## src/rtl/pwm_deadtime_pkg.sv

```systemverilog
// Shared types and constants for the pwm_deadtime gate-pair block.
// Includes the reference saturation helper used when PWM_REF_CLAMP_EN is defined.
package pwm_pkg;

   localparam int unsigned NB_DATA       = 16;
   localparam int unsigned NB_DT         = 4;
   localparam int unsigned DT_CYCLES_DEF = 6;
   localparam logic [NB_DATA-1:0] REF_LIMIT = 16'h7800;

   typedef enum logic [2:0] {
      ST_OFF,
      ST_DT_TO_HIGH,
      ST_HIGH_ON,
      ST_DT_TO_LOW,
      ST_LOW_ON,
      ST_FAULT
   } state_t;

   // Saturate a signed S(16,15) reference to [-lim, +lim].
   function automatic logic [NB_DATA-1:0] clamp_ref(input logic [NB_DATA-1:0] ref_in,
                                                    input logic [NB_DATA-1:0] lim);
      logic signed [NB_DATA-1:0] w_pos;
      logic signed [NB_DATA-1:0] w_neg;
      w_pos = $signed(lim);
      w_neg = -w_pos;
      if ($signed(ref_in) > w_pos)
         return w_pos;
      else if ($signed(ref_in) < w_neg)
         return w_neg;
      else
         return ref_in;
   endfunction

endpackage

```

## src/rtl/pwm_deadtime_fsm.sv

```systemverilog
// Dead-time FSM: turns the raw comparator level into a complementary gate pair
// with a fixed off-gap on every transition and a latched fault shutdown.
module deadtime_fsm
   import pwm_pkg::*;
#(
   parameter int unsigned DT_CYCLES = DT_CYCLES_DEF,
   parameter int unsigned NB_DT     = pwm_pkg::NB_DT
) (
   input  logic i_clock,
   input  logic i_reset,
   input  logic i_raw,
   input  logic i_sync,
   input  logic i_fault,
   input  logic i_fault_clear,
   output logic o_gate_high,
   output logic o_gate_low,
   output logic o_fault
);

   localparam logic [NB_DT-1:0] DT_RELOAD = NB_DT'(DT_CYCLES - 1);

   state_t           r_state;
   state_t           w_state_next;
   logic [NB_DT-1:0] r_cnt;
   logic [NB_DT-1:0] w_cnt_next;
   logic             r_gate_high;
   logic             r_gate_low;
   logic             r_fault;

   always_ff @(posedge i_clock or posedge i_reset) begin
      if (i_reset) begin
         r_state     <= ST_OFF;
         r_cnt       <= '0;
         r_gate_high <= 1'b0;
         r_gate_low  <= 1'b0;
         r_fault     <= 1'b0;
      end else begin
         r_state     <= w_state_next;
         r_cnt       <= w_cnt_next;
         r_gate_high <= (r_state == ST_HIGH_ON);
         r_gate_low  <= (r_state == ST_LOW_ON);
         r_fault     <= (r_state == ST_FAULT);
      end
   end

   always_comb begin
      w_state_next = r_state;
      w_cnt_next   = r_cnt;
      if (i_fault) begin
         w_state_next = ST_FAULT;
      end else begin
         unique case (r_state)
            ST_OFF: begin
               if (i_sync) begin
                  w_state_next = i_raw ? ST_DT_TO_HIGH : ST_DT_TO_LOW;
                  w_cnt_next   = DT_RELOAD;
               end
            end
            ST_DT_TO_HIGH: begin
               if (!i_raw) begin
                  w_state_next = ST_DT_TO_LOW;
                  w_cnt_next   = DT_RELOAD;
               end else if (r_cnt == '0) begin
                  w_state_next = ST_HIGH_ON;
               end else begin
                  w_cnt_next = r_cnt - 1'b1;
               end
            end
            ST_DT_TO_LOW: begin
               if (i_raw) begin
                  w_state_next = ST_DT_TO_HIGH;
                  w_cnt_next   = DT_RELOAD;
               end else if (r_cnt == '0) begin
                  w_state_next = ST_LOW_ON;
               end else begin
                  w_cnt_next = r_cnt - 1'b1;
               end
            end
            ST_HIGH_ON: begin
               if (!i_raw) begin
                  w_state_next = ST_DT_TO_LOW;
                  w_cnt_next   = DT_RELOAD;
               end
            end
            ST_LOW_ON: begin
               if (i_raw) begin
                  w_state_next = ST_DT_TO_HIGH;
                  w_cnt_next   = DT_RELOAD;
               end
            end
            ST_FAULT: begin
               if (i_fault_clear)
                  w_state_next = ST_OFF;
            end
            default: w_state_next = ST_OFF;
         endcase
      end
   end

   assign o_gate_high = r_gate_high;
   assign o_gate_low  = r_gate_low;
   assign o_fault     = r_fault;

endmodule

```

## src/rtl/pwm_deadtime.sv

```systemverilog
// Half-bridge PWM leg: double-buffered reference, carrier comparator and dead-time FSM.
// Define PWM_REF_CLAMP_EN to saturate the reference to +/-REF_LIMIT at load time.
module pwm_deadtime
   import pwm_pkg::*;
#(
   parameter int unsigned NB_DATA   = pwm_pkg::NB_DATA,
   parameter int unsigned DT_CYCLES = DT_CYCLES_DEF,
   parameter int unsigned NB_DT     = pwm_pkg::NB_DT
) (
   input  logic               i_clock,
   input  logic               i_reset,
   input  logic [NB_DATA-1:0] i_carrier,
   input  logic               i_sync,
   input  logic [NB_DATA-1:0] i_reference,
   input  logic               i_ref_valid,
   input  logic               i_fault,
   input  logic               i_fault_clear,
   output logic               o_gate_high,
   output logic               o_gate_low,
   output logic               o_fault,
   output logic               o_ref_loaded
);

   logic [NB_DATA-1:0] r_pending;
   logic               r_pending_flag;
   logic [NB_DATA-1:0] r_active;
   logic               r_ref_loaded;
   logic [NB_DATA-1:0] w_ref_load;
   logic               w_load;
   logic               w_raw;

`ifdef PWM_REF_CLAMP_EN
   assign w_ref_load = clamp_ref(r_pending, REF_LIMIT);
`else
   assign w_ref_load = r_pending;
`endif

   // A write arriving with i_sync lands in pending only; the load uses the older pending value.
   assign w_load = i_sync && r_pending_flag;

   always_ff @(posedge i_clock or posedge i_reset) begin
      if (i_reset) begin
         r_pending      <= '0;
         r_pending_flag <= 1'b0;
         r_active       <= '0;
         r_ref_loaded   <= 1'b0;
      end else begin
         r_ref_loaded <= w_load;
         if (w_load)
            r_active <= w_ref_load;
         if (i_ref_valid) begin
            r_pending      <= i_reference;
            r_pending_flag <= 1'b1;
         end else if (w_load) begin
            r_pending_flag <= 1'b0;
         end
      end
   end

   assign w_raw = ($signed(r_active) > $signed(i_carrier));

   deadtime_fsm #(
      .DT_CYCLES (DT_CYCLES),
      .NB_DT     (NB_DT)
   ) u_fsm (
      .i_clock       (i_clock),
      .i_reset       (i_reset),
      .i_raw         (w_raw),
      .i_sync        (i_sync),
      .i_fault       (i_fault),
      .i_fault_clear (i_fault_clear),
      .o_gate_high   (o_gate_high),
      .o_gate_low    (o_gate_low),
      .o_fault       (o_fault)
   );

   assign o_ref_loaded = r_ref_loaded;

endmodule

```

## config.mk

```make
export PLATFORM = sky130hd
export DESIGN_NAME = pwm_deadtime
export DESIGN_NICKNAME = d
export VERILOG_FILES = /design/src/rtl/pwm_deadtime_pkg.sv /design/src/rtl/pwm_deadtime_fsm.sv /design/src/rtl/pwm_deadtime.sv
export SDC_FILE = /design/constraint.sdc
export NUM_CORES = 1
export LEC_CHECK = 0
export BUFFER_PORTS_ARGS = -buffer_cell sky130_fd_sc_hd__buf_2
export CAP_MARGIN = 20
export CELL_PAD_IN_SITES_DETAIL_PLACEMENT = 0
export CELL_PAD_IN_SITES_GLOBAL_PLACEMENT = 1
export CORE_UTILIZATION = 47
export DETAILED_ROUTE_END_ITERATION = 16
export PLACE_DENSITY = 0.94
export SLEW_MARGIN = 5
export SYNTH_ARGS = -nofsm -noshare
export SYNTH_HDL_FRONTEND = slang
export SYNTH_HIERARCHICAL = 1
export SYNTH_SLANG_ARGS = --single-unit
```

## constraint.sdc

```tcl
create_clock -name i_clock -period 3.8 [get_ports i_clock]
set_input_delay 0.57 -clock i_clock [delete_from_list [all_inputs] [get_ports i_clock]]
set_output_delay 0.57 -clock i_clock [all_outputs]
set_load 0.02 [all_outputs]
```

* After elaboration in Yosys (flattened, before gate mapping)
Cells that the tools add are included.
** Word-level totals
- Logic and storage cells :: 53
- Register bits :: 44
- Output and inout port bits :: 4
** Cells by class
- $lt $le $gt $ge :: 1
- Add/sub/neg operators :: 1
- Eq/ne operators :: 14
- Muxes and demuxes :: 20
- Reduce and logical (&&, ||, !) cells :: 7
- Bitwise logic cells :: 1
** Operators with widths (count)
- $mux W3 :: 9
- $mux W4 :: 6
- $pmux W4 S5 :: 1
- $pmux W3 S6 :: 1
- $gt A16 B16 Y1 :: 1
- $ne A3 B3 Y1 const B :: 3
- $eq A3 B2 Y1 const B :: 2
- $eq A3 B3 Y1 const B :: 2
- $reduce_and A6 Y1 :: 1
- $reduce_and A5 Y1 :: 1
- $reduce_bool A5 Y1 :: 1
- $logic_not A4 Y1 :: 1
- $ne A2 B2 Y1 const B :: 2
- $ne A4 B2 Y1 const B :: 1
- $ne A4 B4 Y1 const B :: 1
- $sub A4 B1 Y4 const B :: 1
- $eq A3 B1 Y1 const B :: 1
- $logic_not A3 Y1 :: 1
- $ne A3 B2 Y1 const B :: 1
- $mux W1 :: 2
- $mux W2 :: 1
- $ne A2 B1 Y1 const B :: 1
- $reduce_bool A2 Y1 :: 1
- $logic_and A1 B1 Y1 :: 1
- $not A1 Y1 :: 1

* Longest topological paths before layout
Gate-level depths: netlist of the first run.
- Depth after elaboration :: 5
- Depth in mapped cells :: 11

* By module
The synthesis of the first run kept the hierarchy.
** Modules (own cells, without submodules)
- pwm_deadtime :: sequential area each 850.8 um^2, instances 1, cells an instance 133, area each 1662.8 um^2
- deadtime_fsm :: sequential area each 250.2 um^2, instances 1, cells an instance 65, area each 671.9 um^2

* Worst setup path after synthesis of the first run
OpenSTA, ideal clock, no wires.
- Path type :: input to register
- Start :: input port i_carrier[15]
- End :: register u_fsm.r_state[1]
- Cell stages on the path :: 11
- Arrival :: 2.481 ns
- Slack :: 1.220 ns
- Setup time :: 0.099 ns
- Required time :: 3.701 ns
- Path through :: inv_1 > ha_1 > nand4_2 > or4_1 > o21ai_0 > a31oi_1 > buf_6 > nor4bb_1 > a211oi_2 > a31oi_1 > a311oi_1
** Between the ends
- Longest elaborated chain between the ends :: 5
- Elaborated cells on any way between the ends :: 12
** RTL lines
- start: declaration :: line pwm_deadtime.sv:12 : input logic [NB_DATA-1:0] i_carrier,
- $gt A16 B16 Y1 * :: line pwm_deadtime.sv:60 : assign w_raw = ($signed(r_active) > $signed(i_carrier));
- via w_raw :: line pwm_deadtime.sv:30 : logic w_raw;
- $mux W2 :: line pwm_deadtime_fsm.sv:55 : w_state_next = i_raw ? ST_DT_TO_HIGH : ST_DT_TO_LOW;
- $mux W3 :: line pwm_deadtime_fsm.sv:54 : if (i_sync) begin
- $pmux W3 S6 :: line pwm_deadtime_fsm.sv:52 : unique case (r_state)
- $mux W3 :: line pwm_deadtime_fsm.sv:49 : if (i_fault) begin
- end signal: assignment :: line pwm_deadtime_fsm.sv:38 : r_state <= w_state_next;
- end: declaration :: line pwm_deadtime_fsm.sv:22 : state_t r_state;
Mark *: on every way through the listed nets, which the timed path passes. The rest lies on a longest branch. The select of a mux whose other input is x is not followed.
A chain may end at the register's enable or synchronous reset.

* Worst setup path after layout of the first run
- Start :: input port i_carrier[1]
- End :: register u_fsm.r_state[1]
Same word-level chain as after synthesis.

==> run metrics, run 1 <==
first-pass GRT wire length=6670 um; number of diodes=0; height of the die=72.5 um; setup TNS=0 ns; GP Congestion=0.788; Synth area leader=dfrtp_1; CTS Buf Count=5; yosys warns=6; # setup viols final=0; Clock Path Buffers=2; post-synthesis sequential area ratio=47.2%; WL per Instance=12.6 um; die width=72.5 um; Ports=42; max cap viols=0; Slew Viols, Final=0; Critical Path Source Type=primary input; Initial Util=49.1%; post-synth top area share=47.2%; DRT iter0 DRCs=90; worst-skew pair later-pin latency=0.29 ns; fmax=348 MHz; P_leak=1.29 nW; GRT overflow=0; Total GRT Usage=16.7%; Vias=1577; Synth Cell Area=0.00233 mm2; Critical Path End Type=register; mux cell area share after synthesis=15.8%; CP endpoint=u_fsm/r_state[1]$_DFFE_PP0P_; slew margin rel.=44.3%; number of nets with antenna violations after routing=0; reg-to-reg startpoint=r_active[1]$_DFFE_PP0P_; final std cell area, no fill=0.00266 mm2; Post-CTS Repair Setup Buffers=0; CTS tree=yes; Hold Fails Final Rpt=0; Crit Path Max Fanout=8; post-synthesis compound-gate area fraction=9.65%; Cells after Synth=198; layout cell share with drive strength beyond 1=36.5%; pin count of the biggest net entering global routing=35; H-tree depth=2; r2r endpoint=u_fsm/r_state[1]$_DFFE_PP0P_; share of flip-flops with an asynchronous set or reset=100%; top post-synthesis cells by count=dfrtp_1, mux2_2, inv_1; worst clock skew=0.00712 ns; Post-DP HPWL=2890 um; synth top area cells=dfrtp_1, mux2_2, ha_1, inv_1, a21oi_1; simple-gate area share of the yosys netlist=11.2%; Critical Path Source=i_carrier[1]; Hold Crit Class=in -> async; post-synthesis adder-cell area fraction=9.11%; WL final=3890 um; Detailed Routing Iterations Pass 1=4; largest family of logic cells by synthesized area=multiplexers; cts hold-fix bufs=0; drc violations=0; EDFF count, synth=0; RSZ-0062 raised after global routing=false; synthesis-stage register bit count=44; prevailing post-synth register cell=dfrtp_1; Unique masters post-synth=46; Post-CTS Resized=0; Syn Nets=253; Synth Area per Inst=11.8 um2; core footprint=0.00475 mm2; status=finished, final reports clean; most frequent cell after synthesis=dfrtp_1; Tightest Pin Transition=0.831 ns; root cell of the clock tree=clkbuf_8; xor/xnor share of the synthesized area=0.697%; Worst-path clk slew=0.08 ns; Syn-to-layout area delta=14.0%; Final Cycle Share=75.6%; number of vias per cell=5.12; Crit Path Category=in -> reg; number of antenna violations at the first check in global routing=0; Die ar.=0.00525 mm2; Post-DP Area=0.00257 mm2; worst vdd ir=284 uV; CP arrival=3.08 ns; Sink Count=44; fin crit period=2.87 ns; reg2reg setup slack=0.93 ns; Power Density=501 mW/mm2; Crit path required time=4.00 ns; vias in the first global route=1512; NumNets Final=295; Cell Rows=25; Reg2Reg Depth=9; # port buffers=41
[sequential cells by signal, indices dropped and copies added, names as in the netlist]
name and cells:
u_fsm/r_cnt 4, r_pending_flag 1, u_fsm/r_state 3, o_ref_loaded 1, u_fsm/o_gate_high 1, r_pending 16
r_active 16, u_fsm/o_fault 1, u_fsm/o_gate_low 1
[stage by stage]
stage	util [%]	power, mW	cells	hold slack, ns	worst slack, ns
after floorplan	-	0.974	198	0.410	1.22
after global placement	54.1	1.04	300	0.459	0.749
after detailed placement	54.1	1.05	300	0.467	0.686
after CTS	56.0	1.35	308	0.250	0.961
after global routing	56.0	1.43	308	0.274	0.768
final	56.0	1.33	308	0.251	0.926
[worst min path at each step]
stage                                     startpoint                           end  slack, ns  depth (start not counted)
after floorplan                              i_reset       u_fsm/o_fault$_DFF_PP0_       0.41                          1
after global placement    r_pending_flag$_DFFE_PP0P_    r_pending_flag$_DFFE_PP0P_       0.46                          1
after detailed placement  r_pending_flag$_DFFE_PP0P_    r_pending_flag$_DFFE_PP0P_       0.47                          1
after CTS                                    i_reset    u_fsm/r_cnt[3]$_DFFE_PP0P_       0.25                          2
after global routing                         i_reset  u_fsm/r_state[2]$_DFFE_PP0P_       0.27                          2
final                                        i_reset    u_fsm/r_cnt[3]$_DFFE_PP0P_       0.25                          2
[layer usage]
metal / vias up / share of wire, % / global-route usage (%)
met5: - / 0 / 0
met4: 0 / 1.2 / 5.45
met3: 6 / 3.8 / 4.17
met2: 32 / 48 / 27.7
met1: 750 / 47 / 21.5
li1: 789 / - / -
[cell usage in the layout (no fill, tap or decap), types with 2 or more instances in the layout]
cell type / instances
nand2b_2: 2
a21o_1: 5
ha_1: 17
clkbuf_1: 2
clkbuf_8: 6
nand2_1: 8
dfrtp_1: 44
inv_1: 24
buf_2: 41
mux2i_1: 2
nor3b_1: 2
nor2b_1: 3
nor4_1: 2
nor2_1: 3
mux2_2: 31
nand4_1: 3
o21ai_0: 5
nand3_1: 5
a31oi_1: 2
a21oi_1: 8
[power breakdown]
| part | total (mW) | leakage (nW) | internal, mW | switching (mW) |
|---|---|---|---|---|
| Combinational | 0.404 | 0.720 | 0.202 | 0.202 |
| Sequential | 0.638 | 0.521 | 0.555 | 0.0836 |
| Clock | 0.293 | 0.0455 | 0.148 | 0.144 |
| Total | 1.33 | 1.29 | 0.905 | 0.430 |
[cells by family after synthesis]
group | after synthesis
AO/OA/AOI/OAI | 32
flip-flops | 44
AND/OR/NAND/NOR | 40
adder cells (fa/ha/maj) | 17
XOR/XNOR | 1
buffers and inverters | 31
multiplexers | 33
[critical path, stage by stage]
cell	delay [ns]
buf_2	0.07
inv_1	0.04
ha_1	0.28
nor2b_1	0.14
o211ai_1	0.09
a2111o_1	0.36
a31oi_1	0.65
mux2i_1	0.23
a211oi_2	0.28
a31oi_1	0.12
a311oi_1	0.25
[layout make-up]
class                           count  area (um2)
Multi-Input combinational cell    123        1080
Clock buffer                        8        90.1
Inverter                           24        90.1
Fill cell                         429        2090
Sequential cell                    44        1100
Tap cell                           67        83.8
Timing Repair Buffer               42         213
Note: power is estimated with default switching activity, not from simulation.
==> inputs of run 2 (changes only) <==
--- a/config.mk
+++ b/config.mk
@@ -9,9 +9,9 @@
 export CAP_MARGIN = 20
 export CELL_PAD_IN_SITES_DETAIL_PLACEMENT = 0
 export CELL_PAD_IN_SITES_GLOBAL_PLACEMENT = 1
-export CORE_UTILIZATION = 47
+export CORE_UTILIZATION = 40
 export DETAILED_ROUTE_END_ITERATION = 16
-export PLACE_DENSITY = 0.94
+export PLACE_DENSITY = 0.86
 export SLEW_MARGIN = 5
 export SYNTH_ARGS = -nofsm -noshare
 export SYNTH_HDL_FRONTEND = slang
==> constraint.sdc (replaced) <==
create_clock -name i_clock -period 2.4 [get_ports i_clock]
set_input_delay 0.36 -clock i_clock [delete_from_list [all_inputs] [get_ports i_clock]]
set_output_delay 0.36 -clock i_clock [all_outputs]
set_load 0.02 [all_outputs]
==> run 2 against run 1 <==
The run now ends with setup timing left; sequential power rose by 61%; setup slack got worse by 1.0 ns; sequential share of layout area fell by 3.3 points; final cell count rose by 4.2%; register-to-register slack got worse by 1.0 ns; clock power rose by 86%; wire length rose by 12%; sequential cell count did not move; clock skew barely moved; hold slack got worse by 0.20 ns; via count rose by 0.82%; design area rose by 8.7%; critical endpoint unchanged.
==> run metrics, run 2 (synthesized netlist as in run 1, its figures left out) <==
status=finished with violations; violated checks=setup timing; fin cells=321 (+4.2%); worst clock skew=0.00726 ns (+0.000148 ns); Initial Util=41.9% (-7.2 points); number of nets with antenna violations after routing=0 (unchanged); Ports=42 (unchanged); vias in the first global route=1596 (+5.6%); fmax=404 MHz; Hold Crit Class=in -> async; CTS tree=yes; Power Density=809 mW/mm2 (+61%); worst slack, placed=-0.217 ns (-0.903 ns); layout cell share with drive strength beyond 1=45.0% (+8.5 points); pin count of the biggest net entering global routing=35 (unchanged); Syn-to-layout area delta=24.0%; number of antenna violations at the first check in global routing=0 (unchanged); CTS Buf Count=5 (unchanged); max cap viols=0 (unchanged); Detailed Routing Iterations Pass 1=4 (unchanged); RSZ-0062 raised after global routing=true; fin crit period=2.48 ns; Sink Count=44 (unchanged); Crit Path Max Fanout=8 (unchanged); commonest cells after routing, fill and taps aside=dfrtp_1, buf_2, mux2_2, inv_1, ha_1; fraction of met2 tracks used by global routing=27.6% (-0.094 points); Slew Viols, Final=0 (unchanged); height of the die=78.4 um (+8.2%); layer with the highest usage=met2; GRT overflow=0 (unchanged); Clock Path Buffers=2 (unchanged); drc violations=0 (unchanged); core footprint=0.00557 mm2 (+17%); register area=0.00110 mm2 (unchanged); Total GRT Usage=15.2% (-1.5 points); Critical Path Source Type=register; Post-DP HPWL=3080 um (+6.3%); Crit path required time=2.59 ns (-1.41 ns); # port buffers=41 (unchanged); CP arrival=2.67 ns (-0.41 ns); area taken by multi-input logic gates=0.00123 mm2 (+14%); NumNets Final=303 (+2.7%); worst-skew pair later-pin latency=0.29 ns (about the same); GP Congestion=0.880 (+12%); number of vias per cell=4.95 (-3.3%); fillcell total=498 (+16%); Critical Path End Type=register; Final Power=2.34 mW (+76%); final worst setup slack=-0.0759 ns (-1.00 ns); Crit Path Category=reg -> reg; Post-DP Area=0.00263 mm2 (+2.3%); Final Cycle Share=103%; Tightest Pin Transition=0.693 ns (-0.138 ns); largest registers=r_active (16), r_pending (16), u_fsm/r_cnt (4); H-tree depth=2 (unchanged); Inst Count DP=312 (+4.0%); worst vdd ir=415 uV (+46%); root cell of the clock tree=clkbuf_8; DRT iter0 DRCs=81 (-10%); number of diodes=0 (unchanged); GR Util met1=16.8% (-4.7 points); die width=78.4 um (+8.2%); commonest non-fill, non-tap cell in the layout=dfrtp_1; P_leak=1.35 nW (+4.6%); cts hold-fix bufs=0 (unchanged); final std cell area, no fill=0.00290 mm2 (+8.7%); first-pass GRT wire length=7090 um (+6.3%); met3 usage=3.49% (-0.68 points); # setup viols final=1 (+1); Hold Fails Final Rpt=0 (unchanged); Vias=1590 (+0.82%); Worst-path clk slew=0.08 ns (about the same); slew margin rel.=53.7% (+9.4 points); Cell Rows=27 (+8.0%); Die ar.=0.00615 mm2 (+17%); WL per Instance=13.6 um (+7.7%); setup TNS=-0.0759 ns (-0.0759 ns); WL final=4370 um (+12%)
[run 2: where the power goes]
part | switching, mW | internal [mW] | total (mW)
sequential | 0.154 | 0.878 | 1.03
combinational | 0.357 | 0.410 | 0.767
clock | 0.235 | 0.309 | 0.544
[run 2: what timing repair did]
action,4_1_cts,5_1_grt
endpoints found under the setup margin,5,6
endpoints found under the hold margin,0,0
resized for setup,2,19
buffers inserted,0,1
pin swaps,2,12
[run 2: per-layer routing]
metal	vias to the layer above	part of all wire [%]
li1	801	-
met1	759	42
met2	25	53
met3	5	3.1
met4	0	1.4
met5	-	0
[run 2: metrics by stage]
step	hold WS, ns	utilization, %
6_report	0.0554	51.9
3_3_place_gp	0.374	47.2
4_1_cts	0.0557	49.4
5_1_grt	0.0694	51.9
3_5_place_dp	0.383	47.2
2_1_floorplan	0.200	-
[run 2: area by class of cell]
type | instances | area share [%]
clock inverter | 2 | 1.21
timing repair buffer | 50 | 9.42
multi-input combinational | 123 | 42.6
clock buffer | 6 | 2.51
inverter | 24 | 3.11
tap | 72 | 3.11
sequential | 44 | 38.0
[run 2: critical path, stage by stage (launching register included)]
cell,delay [ns]
dfrtp_1,0.43
ha_4,0.29
nand4_1,0.11
or4_1,0.51
o21ai_1,0.09
a31oi_1,0.05
buf_4,0.18
nor4bb_2,0.18
a211oi_2,0.21
a31oi_1,0.11
a311oi_1,0.22
[run 2: path summary, 6_finish.rpt]
check | startpoint | endpoint | slack (ns) | cells after the start
worst max-delay path | r_active[9]$_DFFE_PP0P_ | u_fsm/r_state[1]$_DFFE_PP0P_ | -0.08 | 10
worst min-delay path | i_reset | u_fsm/r_state[1]$_DFFE_PP0P_ | 0.06 | 2
worst max register to register | r_active[9]$_DFFE_PP0P_ | u_fsm/r_state[1]$_DFFE_PP0P_ | -0.08 | 10
worst min register to register | r_pending_flag$_DFFE_PP0P_ | r_pending_flag$_DFFE_PP0P_ | 0.48 | 1
max in group asynchronous | i_reset | r_pending[0]$_DFFE_PP0P_ | 1.93 | 3
min in group i_clock | i_reference[5] | r_pending[5]$_DFFE_PP0P_ | 0.29 | 2
